<file path="config.mk">
export PLATFORM = sky130hd
export DESIGN_NAME = servo_pwm_multi
export DESIGN_NICKNAME = d
export VERILOG_FILES = /design/src/rtl/servo_pwm_pkg.sv /design/src/rtl/servo_pwm_chan.sv /design/src/rtl/servo_pwm_multi.sv
export SDC_FILE = /design/constraint.sdc
export NUM_CORES = 1
export LEC_CHECK = 0
export CELL_PAD_IN_SITES_DETAIL_PLACEMENT = 1
export CELL_PAD_IN_SITES_GLOBAL_PLACEMENT = 1
export CORE_ASPECT_RATIO = 0.7
export CORE_MARGIN = 2
export CORE_UTILIZATION = 49
export CTS_CLUSTER_SIZE = 14
export DETAILED_ROUTE_END_ITERATION = 6
export GPL_ROUTABILITY_DRIVEN = 0
export PLACE_DENSITY_LB_ADDON = 0.1
export SYNTH_ARGS = -nofsm -noshare
export SYNTH_HDL_FRONTEND = slang
export SYNTH_SLANG_ARGS = --single-unit
export TNS_END_PERCENT = 10
</file>
<file path="constraint.sdc">
create_clock -name wb_clk -period 4.1 [get_ports wb_clk]
set_input_delay 0.41 -clock wb_clk [delete_from_list [all_inputs] [get_ports wb_clk]]
set_output_delay 0.41 -clock wb_clk [all_outputs]
set_load 0.005 [all_outputs]
</file>
<file path="src/rtl/servo_pwm_pkg.sv">
// -----------------------------------------------------------------------------
// servo_pwm_pkg
// Shared definitions for the multi-channel servo PWM peripheral.
//   - Register word indices as decoded from wb_adr[6:2]
//   - CTRL and STATUS field positions
//   - byte_mask(): expands a Wishbone byte select into a 32-bit bit mask
// -----------------------------------------------------------------------------
package servo_pwm_pkg;

    // Word indices (byte offset >> 2) of the register map.
    localparam logic [4:0] REG_CTRL       = 5'h00;  // byte offset 0x00
    localparam logic [4:0] REG_PERIOD     = 5'h01;  // byte offset 0x04
    localparam logic [4:0] REG_STATUS     = 5'h02;  // byte offset 0x08
    localparam logic [4:0] REG_SLEW       = 5'h03;  // byte offset 0x0C
    localparam logic [4:0] REG_WIDTH_BASE = 5'h10;  // byte offset 0x40

    // CTRL field positions.
    localparam int CTRL_EN_BIT = 0;
    localparam int CTRL_CH_LSB = 8;

    // STATUS field positions.
    localparam int STATUS_PEND_BIT = 0;
    localparam int STATUS_FCNT_LSB = 16;

    // Each set bit of sel enables the matching byte lane of the write data.
    function automatic logic [31:0] byte_mask(input logic [3:0] sel);
        logic [31:0] mask;
        mask = '0;
        for (int b = 0; b < 4; b++) begin
            mask[8*b +: 8] = {8{sel[b]}};
        end
        return mask;
    endfunction

endpackage

</file>
<file path="src/rtl/servo_pwm_chan.sv">
// -----------------------------------------------------------------------------
// servo_pwm_chan
// One PWM channel: staged width register (written over Wishbone), active
// width used for comparison, optional slew limiter, and the registered
// output compare flop.
//
// Optional feature macro: SERVO_SLEW_EN (adds the slew input and limiter).
//
// Ports
//   wb_clk        clock
//   wb_rst_n      asynchronous active-low reset
//   counter       shared frame counter value
//   wrap          frame boundary: counter is on its last count
//   load_now      copy staged width to active immediately (counter stopped)
//   enable        channel output enable (global & channel & period != 0)
//   slew          max width change per frame, 0 = unlimited (SERVO_SLEW_EN)
//   wr_en         write strobe for the staged width
//   wr_data       write data, already truncated to CNT_W
//   wr_mask       per-bit write enable derived from the byte selects
//   staged_width  staged width for read-back
//   pending       staged width differs from active width
//   pwm           registered PWM output
// -----------------------------------------------------------------------------
module servo_pwm_chan
    import servo_pwm_pkg::*;
#(
    parameter int CNT_W = 24
) (
    input  logic             wb_clk,
    input  logic             wb_rst_n,
    input  logic [CNT_W-1:0] counter,
    input  logic             wrap,
    input  logic             load_now,
    input  logic             enable,
`ifdef SERVO_SLEW_EN
    input  logic [CNT_W-1:0] slew,
`endif
    input  logic             wr_en,
    input  logic [CNT_W-1:0] wr_data,
    input  logic [CNT_W-1:0] wr_mask,
    output logic [CNT_W-1:0] staged_width,
    output logic             pending,
    output logic             pwm
);

    logic [CNT_W-1:0] active_width;
    logic [CNT_W-1:0] next_width;

`ifdef SERVO_SLEW_EN
    logic [CNT_W-1:0] gap;

    // Step the active width toward the staged one by at most 'slew' per
    // frame; a zero slew or a gap within one step lands exactly on target.
    always_comb begin
        next_width = staged_width;
        gap        = (staged_width > active_width) ? (staged_width - active_width)
                                                   : (active_width - staged_width);
        if ((slew != '0) && (gap > slew)) begin
            if (staged_width > active_width) begin
                next_width = active_width + slew;
            end else begin
                next_width = active_width - slew;
            end
        end
    end
`else
    assign next_width = staged_width;
`endif

    // Staged register takes bus writes at any time; the active copy only
    // changes at a frame boundary (or immediately while the counter is
    // stopped), so a pulse in progress is never cut or stretched.
    always_ff @(posedge wb_clk or negedge wb_rst_n) begin
        if (!wb_rst_n) begin
            staged_width <= '0;
            active_width <= '0;
            pwm          <= 1'b0;
        end else begin
            if (wr_en) begin
                staged_width <= (staged_width & ~wr_mask) | (wr_data & wr_mask);
            end
            if (load_now) begin
                active_width <= staged_width;
            end else if (wrap) begin
                active_width <= next_width;
            end
            pwm <= enable && (counter < active_width);
        end
    end

    assign pending = (staged_width != active_width);

endmodule

</file>
<file path="src/rtl/servo_pwm_multi.sv">
// -----------------------------------------------------------------------------
// servo_pwm_multi
// Multi-channel servo PWM generator with a Wishbone slave port. One shared
// frame counter drives NUM_CH compare channels. Period and widths are
// double-buffered and move to their active copies at frame boundaries.
//
// Optional feature macro: SERVO_SLEW_EN (SLEW register and per-frame width
// slew limiting). Without it SLEW reads 0 and widths update in one step.
//
// Ports
//   wb_clk      clock for all logic
//   wb_rst_n    asynchronous active-low reset
//   wb_cyc      Wishbone cycle valid
//   wb_stb      Wishbone strobe
//   wb_we       Wishbone write enable
//   wb_sel      Wishbone byte selects
//   wb_adr      byte address, bits [6:2] decoded
//   wb_dat_i    write data
//   wb_ack      acknowledge, one cycle after the request
//   wb_dat_o    registered read data, valid with wb_ack
//   pwm_out     registered PWM outputs
//   frame_tick  one-cycle pulse as the counter returns to 0
// -----------------------------------------------------------------------------
module servo_pwm_multi
    import servo_pwm_pkg::*;
#(
    parameter int NUM_CH         = 4,
    parameter int CNT_W          = 24,
    parameter int DEFAULT_PERIOD = 2000000
) (
    input  logic              wb_clk,
    input  logic              wb_rst_n,
    input  logic              wb_cyc,
    input  logic              wb_stb,
    input  logic              wb_we,
    input  logic [3:0]        wb_sel,
    input  logic [31:0]       wb_adr,
    input  logic [31:0]       wb_dat_i,
    output logic              wb_ack,
    output logic [31:0]       wb_dat_o,
    output logic [NUM_CH-1:0] pwm_out,
    output logic              frame_tick
);

    logic [31:0]      wb_mask;
    logic             wb_req;
    logic             wr_req;
    logic [4:0]       reg_idx;
    logic [CNT_W-1:0] wr_data;
    logic [CNT_W-1:0] wr_mask;

    logic              ctrl_en;
    logic [NUM_CH-1:0] ch_en;
    logic [CNT_W-1:0]  staged_period;
    logic [CNT_W-1:0]  active_period;
    logic [CNT_W-1:0]  counter;
    logic [15:0]       frame_count;
    logic              period_nonzero;
    logic              wrap;
    logic              load_now;
    logic              update_pending;
    logic [31:0]       rd_word;

    logic [CNT_W-1:0]  staged_w [NUM_CH];
    logic [NUM_CH-1:0] ch_pend;

`ifdef SERVO_SLEW_EN
    logic [CNT_W-1:0]  slew_reg;
`endif

    // Address bits outside [6:2] and data/mask bits above the register
    // width are intentionally ignored.
    logic unused_bits;
    assign unused_bits = ^{wb_adr[31:7], wb_adr[1:0], wb_dat_i, wb_mask};

    assign wb_mask = byte_mask(wb_sel);
    assign wb_req  = wb_cyc & wb_stb & ~wb_ack;
    assign wr_req  = wb_req & wb_we;
    assign reg_idx = wb_adr[6:2];
    assign wr_data = wb_dat_i[CNT_W-1:0];
    assign wr_mask = wb_mask[CNT_W-1:0];

    // The counter stops whenever the block is disabled or the period is 0;
    // in that state staged values are copied straight into the active set.
    assign period_nonzero = (active_period != '0);
    assign load_now       = !ctrl_en || !period_nonzero;
    assign wrap           = ctrl_en && period_nonzero &&
                            (counter == active_period - CNT_W'(1));

    // Wishbone handshake: ack the cycle after the request; a held strobe
    // therefore sees ack on alternate cycles. Read data is captured on the
    // request cycle so it lines up with ack.
    always_ff @(posedge wb_clk or negedge wb_rst_n) begin
        if (!wb_rst_n) begin
            wb_ack   <= 1'b0;
            wb_dat_o <= '0;
        end else begin
            wb_ack   <= wb_req;
            wb_dat_o <= (wb_req && !wb_we) ? rd_word : '0;
        end
    end

    // CTRL and staged PERIOD registers, written byte-lane by byte-lane.
    always_ff @(posedge wb_clk or negedge wb_rst_n) begin
        if (!wb_rst_n) begin
            ctrl_en       <= 1'b0;
            ch_en         <= '0;
            staged_period <= CNT_W'(DEFAULT_PERIOD);
        end else if (wr_req) begin
            if (reg_idx == REG_CTRL) begin
                if (wb_mask[CTRL_EN_BIT]) begin
                    ctrl_en <= wb_dat_i[CTRL_EN_BIT];
                end
                for (int i = 0; i < NUM_CH; i++) begin
                    if (wb_mask[CTRL_CH_LSB+i]) begin
                        ch_en[i] <= wb_dat_i[CTRL_CH_LSB+i];
                    end
                end
            end
            if (reg_idx == REG_PERIOD) begin
                staged_period <= (staged_period & ~wr_mask) | (wr_data & wr_mask);
            end
        end
    end

`ifdef SERVO_SLEW_EN
    // Slew limit applied to every channel at each frame boundary.
    always_ff @(posedge wb_clk or negedge wb_rst_n) begin
        if (!wb_rst_n) begin
            slew_reg <= '0;
        end else if (wr_req && (reg_idx == REG_SLEW)) begin
            slew_reg <= (slew_reg & ~wr_mask) | (wr_data & wr_mask);
        end
    end
`endif

    // Frame counter: counts 0..P-1, pulses frame_tick as it returns to 0
    // and swaps in the staged period at that point. A write that lands on
    // the wrap cycle updates the staged copy after it has been sampled, so
    // it waits for the following wrap.
    always_ff @(posedge wb_clk or negedge wb_rst_n) begin
        if (!wb_rst_n) begin
            counter       <= '0;
            active_period <= CNT_W'(DEFAULT_PERIOD);
            frame_tick    <= 1'b0;
            frame_count   <= '0;
        end else begin
            frame_tick <= wrap;
            if (load_now) begin
                counter       <= '0;
                active_period <= staged_period;
            end else if (wrap) begin
                counter       <= '0;
                active_period <= staged_period;
                frame_count   <= frame_count + 16'd1;
            end else begin
                counter <= counter + CNT_W'(1);
            end
        end
    end

    for (genvar i = 0; i < NUM_CH; i++) begin : g_chan
        servo_pwm_chan #(
            .CNT_W (CNT_W)
        ) u_chan (
            .wb_clk       (wb_clk),
            .wb_rst_n     (wb_rst_n),
            .counter      (counter),
            .wrap         (wrap),
            .load_now     (load_now),
            .enable       (ctrl_en & ch_en[i] & period_nonzero),
`ifdef SERVO_SLEW_EN
            .slew         (slew_reg),
`endif
            .wr_en        (wr_req && (reg_idx == REG_WIDTH_BASE + 5'(i))),
            .wr_data      (wr_data),
            .wr_mask      (wr_mask),
            .staged_width (staged_w[i]),
            .pending      (ch_pend[i]),
            .pwm          (pwm_out[i])
        );
    end

    assign update_pending = (staged_period != active_period) | (|ch_pend);

    // Read mux: unmapped words and bits above each field read as 0.
    always_comb begin
        rd_word = '0;
        case (reg_idx)
            REG_CTRL: begin
                rd_word[CTRL_EN_BIT]           = ctrl_en;
                rd_word[CTRL_CH_LSB +: NUM_CH] = ch_en;
            end
            REG_PERIOD: begin
                rd_word[CNT_W-1:0] = staged_period;
            end
            REG_STATUS: begin
                rd_word[STATUS_PEND_BIT]         = update_pending;
                rd_word[STATUS_FCNT_LSB +: 16]   = frame_count;
            end
`ifdef SERVO_SLEW_EN
            REG_SLEW: begin
                rd_word[CNT_W-1:0] = slew_reg;
            end
`endif
            default: begin
                for (int i = 0; i < NUM_CH; i++) begin
                    if (reg_idx == REG_WIDTH_BASE + 5'(i)) begin
                        rd_word[CNT_W-1:0] = staged_w[i];
                    end
                end
            end
        endcase
    end

endmodule
</file>
### Word-level counts from Yosys, hierarchy flattened

Index checks and enable logic that the tools add are counted.

* register bits after elaboration: 323
* memories: 0
* memory bits (writable): 0
* latch bits: 0
* bits in read-only memories: 0

* $add $sub $neg: 3
* reductions and logical operators: 24
* shift operators: 0
* muxes and demuxes: 23
* eq/ne operators: 12
* $lt $le $gt $ge: 4
* multipliers: 0
* bitwise gates (word level): 26
* div/mod/pow operators: 0

Operators by type and width (count)
* 2-to-1 mux 24 bit: 16
* bitwise AND 24 bit: 6
* inequality test 24 bit: 5
* OR 24 bit: 5
* less-than comparator 24 bit: 4
* 2-to-1 mux 32 bit: 1
* adder 24 x 1 -> 24 bit (second input constant): 1
* == test 24 bit: 1
* NOT 24 bit: 1
* case mux 8 bit (3 select lines): 1
* nonzero test 24 bit: 1
* subtractor 24 x 1 -> 24 bit (second input constant): 1
* == test 5 bit (second input constant): 4
* adder 16 x 1 -> 16 bit (second input constant): 1
* case mux 7 bit (2 select lines): 1
* case mux 4 bit (3 select lines): 1
* bitwise AND 1 bit: 11
* logical AND 1 bit: 11
* 2-to-1 mux 8 bit: 1
* case mux 4 bit (2 select lines): 1
* AND reduction 3 bit: 2
* == test 5 x 1 -> 1 bit (second input constant): 1
* == test 5 x 2 -> 1 bit (second input constant): 1
* zero test 5 bit: 1
* 9 further kinds: 13

### Depth between registers and ports, before layout

* word-level depth: 7
* mapped depth: 13
* mapped depth without buffers: 10

### By module

A second synthesis with hierarchy kept.

* cell total of the unflattened synthesis: 1646
* area total of the unflattened synthesis: 17959.7 um^2

Modules (own cells, without submodules)
* servo_pwm_chan: area each 2720.1 um^2, cells an instance 237, times used 4
* servo_pwm_multi: area each 7079.3 um^2, cells an instance 698, times used 1

### Worst setup path before layout

No wires, ideal clock.

* kind: flip-flop to flip-flop
* start point: register active_period[0]
* end point: register active_period[0]
* library setup time: 0.125 ns
* path buffers: 2
* data arrival time: 3.180 ns
* data required time: 3.975 ns
* cell stages (with the launch flop): 12
* clock period less this slack: 3.305 ns
* slack: 0.795 ns
* path through: dfrtp_1 -> inv_1 -> ha_1 -> or3b_2 -> or4_1 -> nand3_1 -> nand4_1 -> or4_4 -> nand2b_1 -> buf_2 -> buf_4 -> mux2_2

* cells in the longest elaborated chain, start to end: 4

RTL lines
* start, declared: RTL line servo_pwm_multi.sv:55 `logic [CNT_W-1:0] active_period;`
* start signal, assigned: RTL line servo_pwm_multi.sv:144 `active_period <= CNT_W'(DEFAULT_PERIOD);`
* start signal, assigned: RTL line servo_pwm_multi.sv:151 `active_period <= staged_period;`
* start signal, assigned: RTL line servo_pwm_multi.sv:154 `active_period <= staged_period;`
* subtractor 24 x 1 -> 24 bit / nonzero test 24 bit (equally long branches): RTL line servo_pwm_multi.sv:88, servo_pwm_multi.sv:85
* == test 24 bit (tied with other cells): RTL line servo_pwm_multi.sv:88 `(counter == active_period - CNT_W'(1));`
* logical AND 1 bit / logical OR 1 bit (equally long branches): RTL line servo_pwm_multi.sv:87, servo_pwm_multi.sv:86
* nonzero test 2 bit (no line) / 2-to-1 mux 24 bit (equally long branches)

Parallel ways exist; a longest one is shown, timed or not.
A chain may end at the register's enable or synchronous reset.

### Worst setup path in the final report

* start point: register active_period[0]
* end point: register active_period[14]

Same word-level chain as after synthesis.

==> metrics <==
TritonRoute pass-1 iters=6; vias post-DR=12652; hold path cells=1; CP Capture Type=flop; most common cell after layout, fill and taps aside=dfrtp_1; min-delay src=frame_count[15]$_DFFE_PN0P_; DIE WIDTH=229.3 um; Clock Tree Root=clkbuf_16; worst r2r src=active_period[0]$_DFFE_PN0P_; die area=37070 um^2; final hold vios=0; largest net degree at the start of global routing=108; CTS buffer count=34; Worst Max-Slew Pin Slew=972.9 ps; clock sink count=323; WP data required=4520 ps; Cell Area, Placed=18790 um^2; dpl cells=2026; TNS Setup=0 ps; Startpoint Class=flop; Synthesized Nets=1674; Seq/Total Area, Yosys=0.4654; antenna-violating nets left=0; H-tree depth=2; Highest Clock Rate=260.2 MHz; Remaining DRCs=0; deepest clock path buffer count=3; # hold bufs at CTS=1; max-slew violations=0; fin crit period=3844 ps; Worst VDD drop=0.3532 mV; P&R area growth vs syn=14.71%; Setup Crit Path Kind=reg -> reg; clock slew at reported path FFs=60 ps; Die Y=161.7 um; Top FF cell, synth=dfrtp_1; IO buf count=74; Hold EP=frame_count[15]$_DFFE_PN0P_; Final #Nets=1759; R2R setup slack=260 ps; status=completed; Wirelength per Cell=27.23 um; yosys warns=0; Starting Density=0.4991; # rows=57; R2R depth=11; number of synthesized flops with an enable pin=0; core area=34870 um^2; Synth cell types=67; design area=19970 um^2; vias in the first global route=13193; max cap viols=0; FF-to-FF End=active_period[14]$_DFFE_PN0P_; Final setup viols=0; GRT Overall Usage=0.3110; antenna violations before repair=3; mapped cell area=17410 um^2; power per cell area=382.5 nW/um^2; Async SR Flop Fraction=1.000; initial DRC count=1054; Filler Cell Count=3583; first-pass GRT wire length=85080 um; Post-Synthesis Cells=1506; Clock Skews=17.01 ps; Post-Layout Cell Count=2089; Tcrit/Tclk final=0.9375; Antenna Cells=0; CP Data Arrival Time=4260 ps; RSZ-0062 raised after global routing=false; most frequent cells in the layout=309 x dfrtp_1, 231 x mux2_2, 118 x inv_1, 104 x xor2_1, 95 x ha_1; Vias per Instance=6.056; Lkg Pwr=9.698 nW; setup bufs post-CTS=0; Slew Limit Headroom=0.3514; HP Class=reg -> reg; syn_area_per_cell=11.56 um^2; Crit Path Max Fanout=27; GR Overflow Total=0; Post-DP HPWL=43030 um; fraction of layout instances using a drive strength above 1=0.2208; clk_lat worst skew=540 ps; total wire length=56880 um; cts repair resizes=0; Synth Register Bits=323; CTS tree=done; IO Pins=111
## metal layers
layer,GRT usage,vias up,share of wire
met5,0,-,0
met1,0.4666,6579,0.48
li1,-,5570,-
met2,0.4375,423,0.40
met3,0.09164,80,0.094
met4,0.08058,0,0.024
## metrics by stage
stage / worst slack [ps] / hold WS, ps / util / total power [mW]
final: 256.3 / 460.9 / 0.5725 / 7.637
after global routing: 41.40 / 490.1 / 0.5725 / 7.899
after CTS: 316.1 / 468.3 / 0.5725 / 7.664
after detailed placement: 319.4 / 456.3 / 0.5387 / 4.415
after global placement: 432.9 / 448.8 / 0.5387 / 4.377
after floorplan: 795.4 / 114.4 / - / 3.995
## worst max-delay path: stages, from the launching register on
cell,delay (ps)
dfrtp_1,430
inv_1,80
ha_1,250
nor3b_2,440
nand4_1,370
nor4_1,330
xnor2_1,210
nand4_1,130
or4_4,560
nand2b_4,300
buf_12,250
mux2_2,370
## power by group
| group | switching, mW | total [mW] | internal, mW |
|---|---|---|---|
| Sequential | 0.170 | 3.47 | 3.29 |
| Clock | 1.34 | 3.26 | 1.91 |
| Combinational | 0.523 | 0.916 | 0.393 |
## layout make-up
cell class	count	area, um^2	share of cell area
timing repair buffer	108	1066	0.05339
sequential	323	8100	0.4057
inverter	118	442.9	0.02218
clock inverter	7	107.6	0.005389
tap	472	590.6	0.02958
multi-input combinational	1006	8598	0.4306
clock buffer	55	1061	0.05314
## cell families (layout without fill, tap and decap cells)
| group | Yosys count | count (layout) | synth area share |
|---|---|---|---|
| multiplexers | 251 | 251 | 0.1627 |
| AND/OR/NAND/NOR | 283 | 283 | 0.08935 |
| XOR/XNOR | 176 | 176 | 0.08856 |
| buffers and inverters | 177 | 288 | 0.04255 |
| flip-flops | 323 | 323 | 0.4654 |
| AO/OA/AOI/OAI | 201 | 201 | 0.08324 |
| adder cells (fa/ha/maj) | 95 | 95 | 0.06829 |
## synthesized netlist by cell type, types with 11 or more instances
library cell / number / area [um^2]
a31oi_1: 14 / 87.58
ha_1: 95 / 1189
nand3_1: 22 / 110.1
dfrtp_1: 309 / 7732
nor3_1: 24 / 120.1
nand2b_1: 12 / 75.07
dfstp_2: 14 / 367.9
nand4_1: 44 / 275.3
a22oi_1: 48 / 360.4
mux2_2: 231 / 2601
mux2i_1: 14 / 140.1
buf_2: 15 / 75.07
nor4_1: 29 / 181.4
a222oi_1: 11 / 110.1
a21o_1: 41 / 307.8
inv_1: 118 / 442.9
xnor2_1: 72 / 630.6
nor2_1: 53 / 198.9
o21ai_0: 15 / 75.07
a21oi_1: 25 / 125.1
and3_1: 22 / 137.6
nand2_1: 40 / 150.1
clkbuf_1: 31 / 116.4
xor2_1: 104 / 910.9
o22ai_1: 11 / 68.82
## worst max-delay path by stage
stage,to,cells after the start,start
2_1_floorplan,active_period[0]$_DFFE_PN0P_,11,active_period[0]$_DFFE_PN0P_
3_3_place_gp,g_chan[1].u_chan.active_width[18]$_DFFE_PN0P_,11,active_period[0]$_DFFE_PN0P_
3_5_place_dp,g_chan[0].u_chan.active_width[16]$_DFFE_PN0P_,11,active_period[0]$_DFFE_PN0P_
4_1_cts,g_chan[0].u_chan.active_width[16]$_DFFE_PN0P_,11,active_period[0]$_DFFE_PN0P_
5_1_grt,g_chan[1].u_chan.active_width[21]$_DFFE_PN0P_,11,active_period[0]$_DFFE_PN0P_
6_report,active_period[14]$_DFFE_PN0P_,11,active_period[0]$_DFFE_PN0P_
Note: power is estimated with default switching activity, not from simulation.
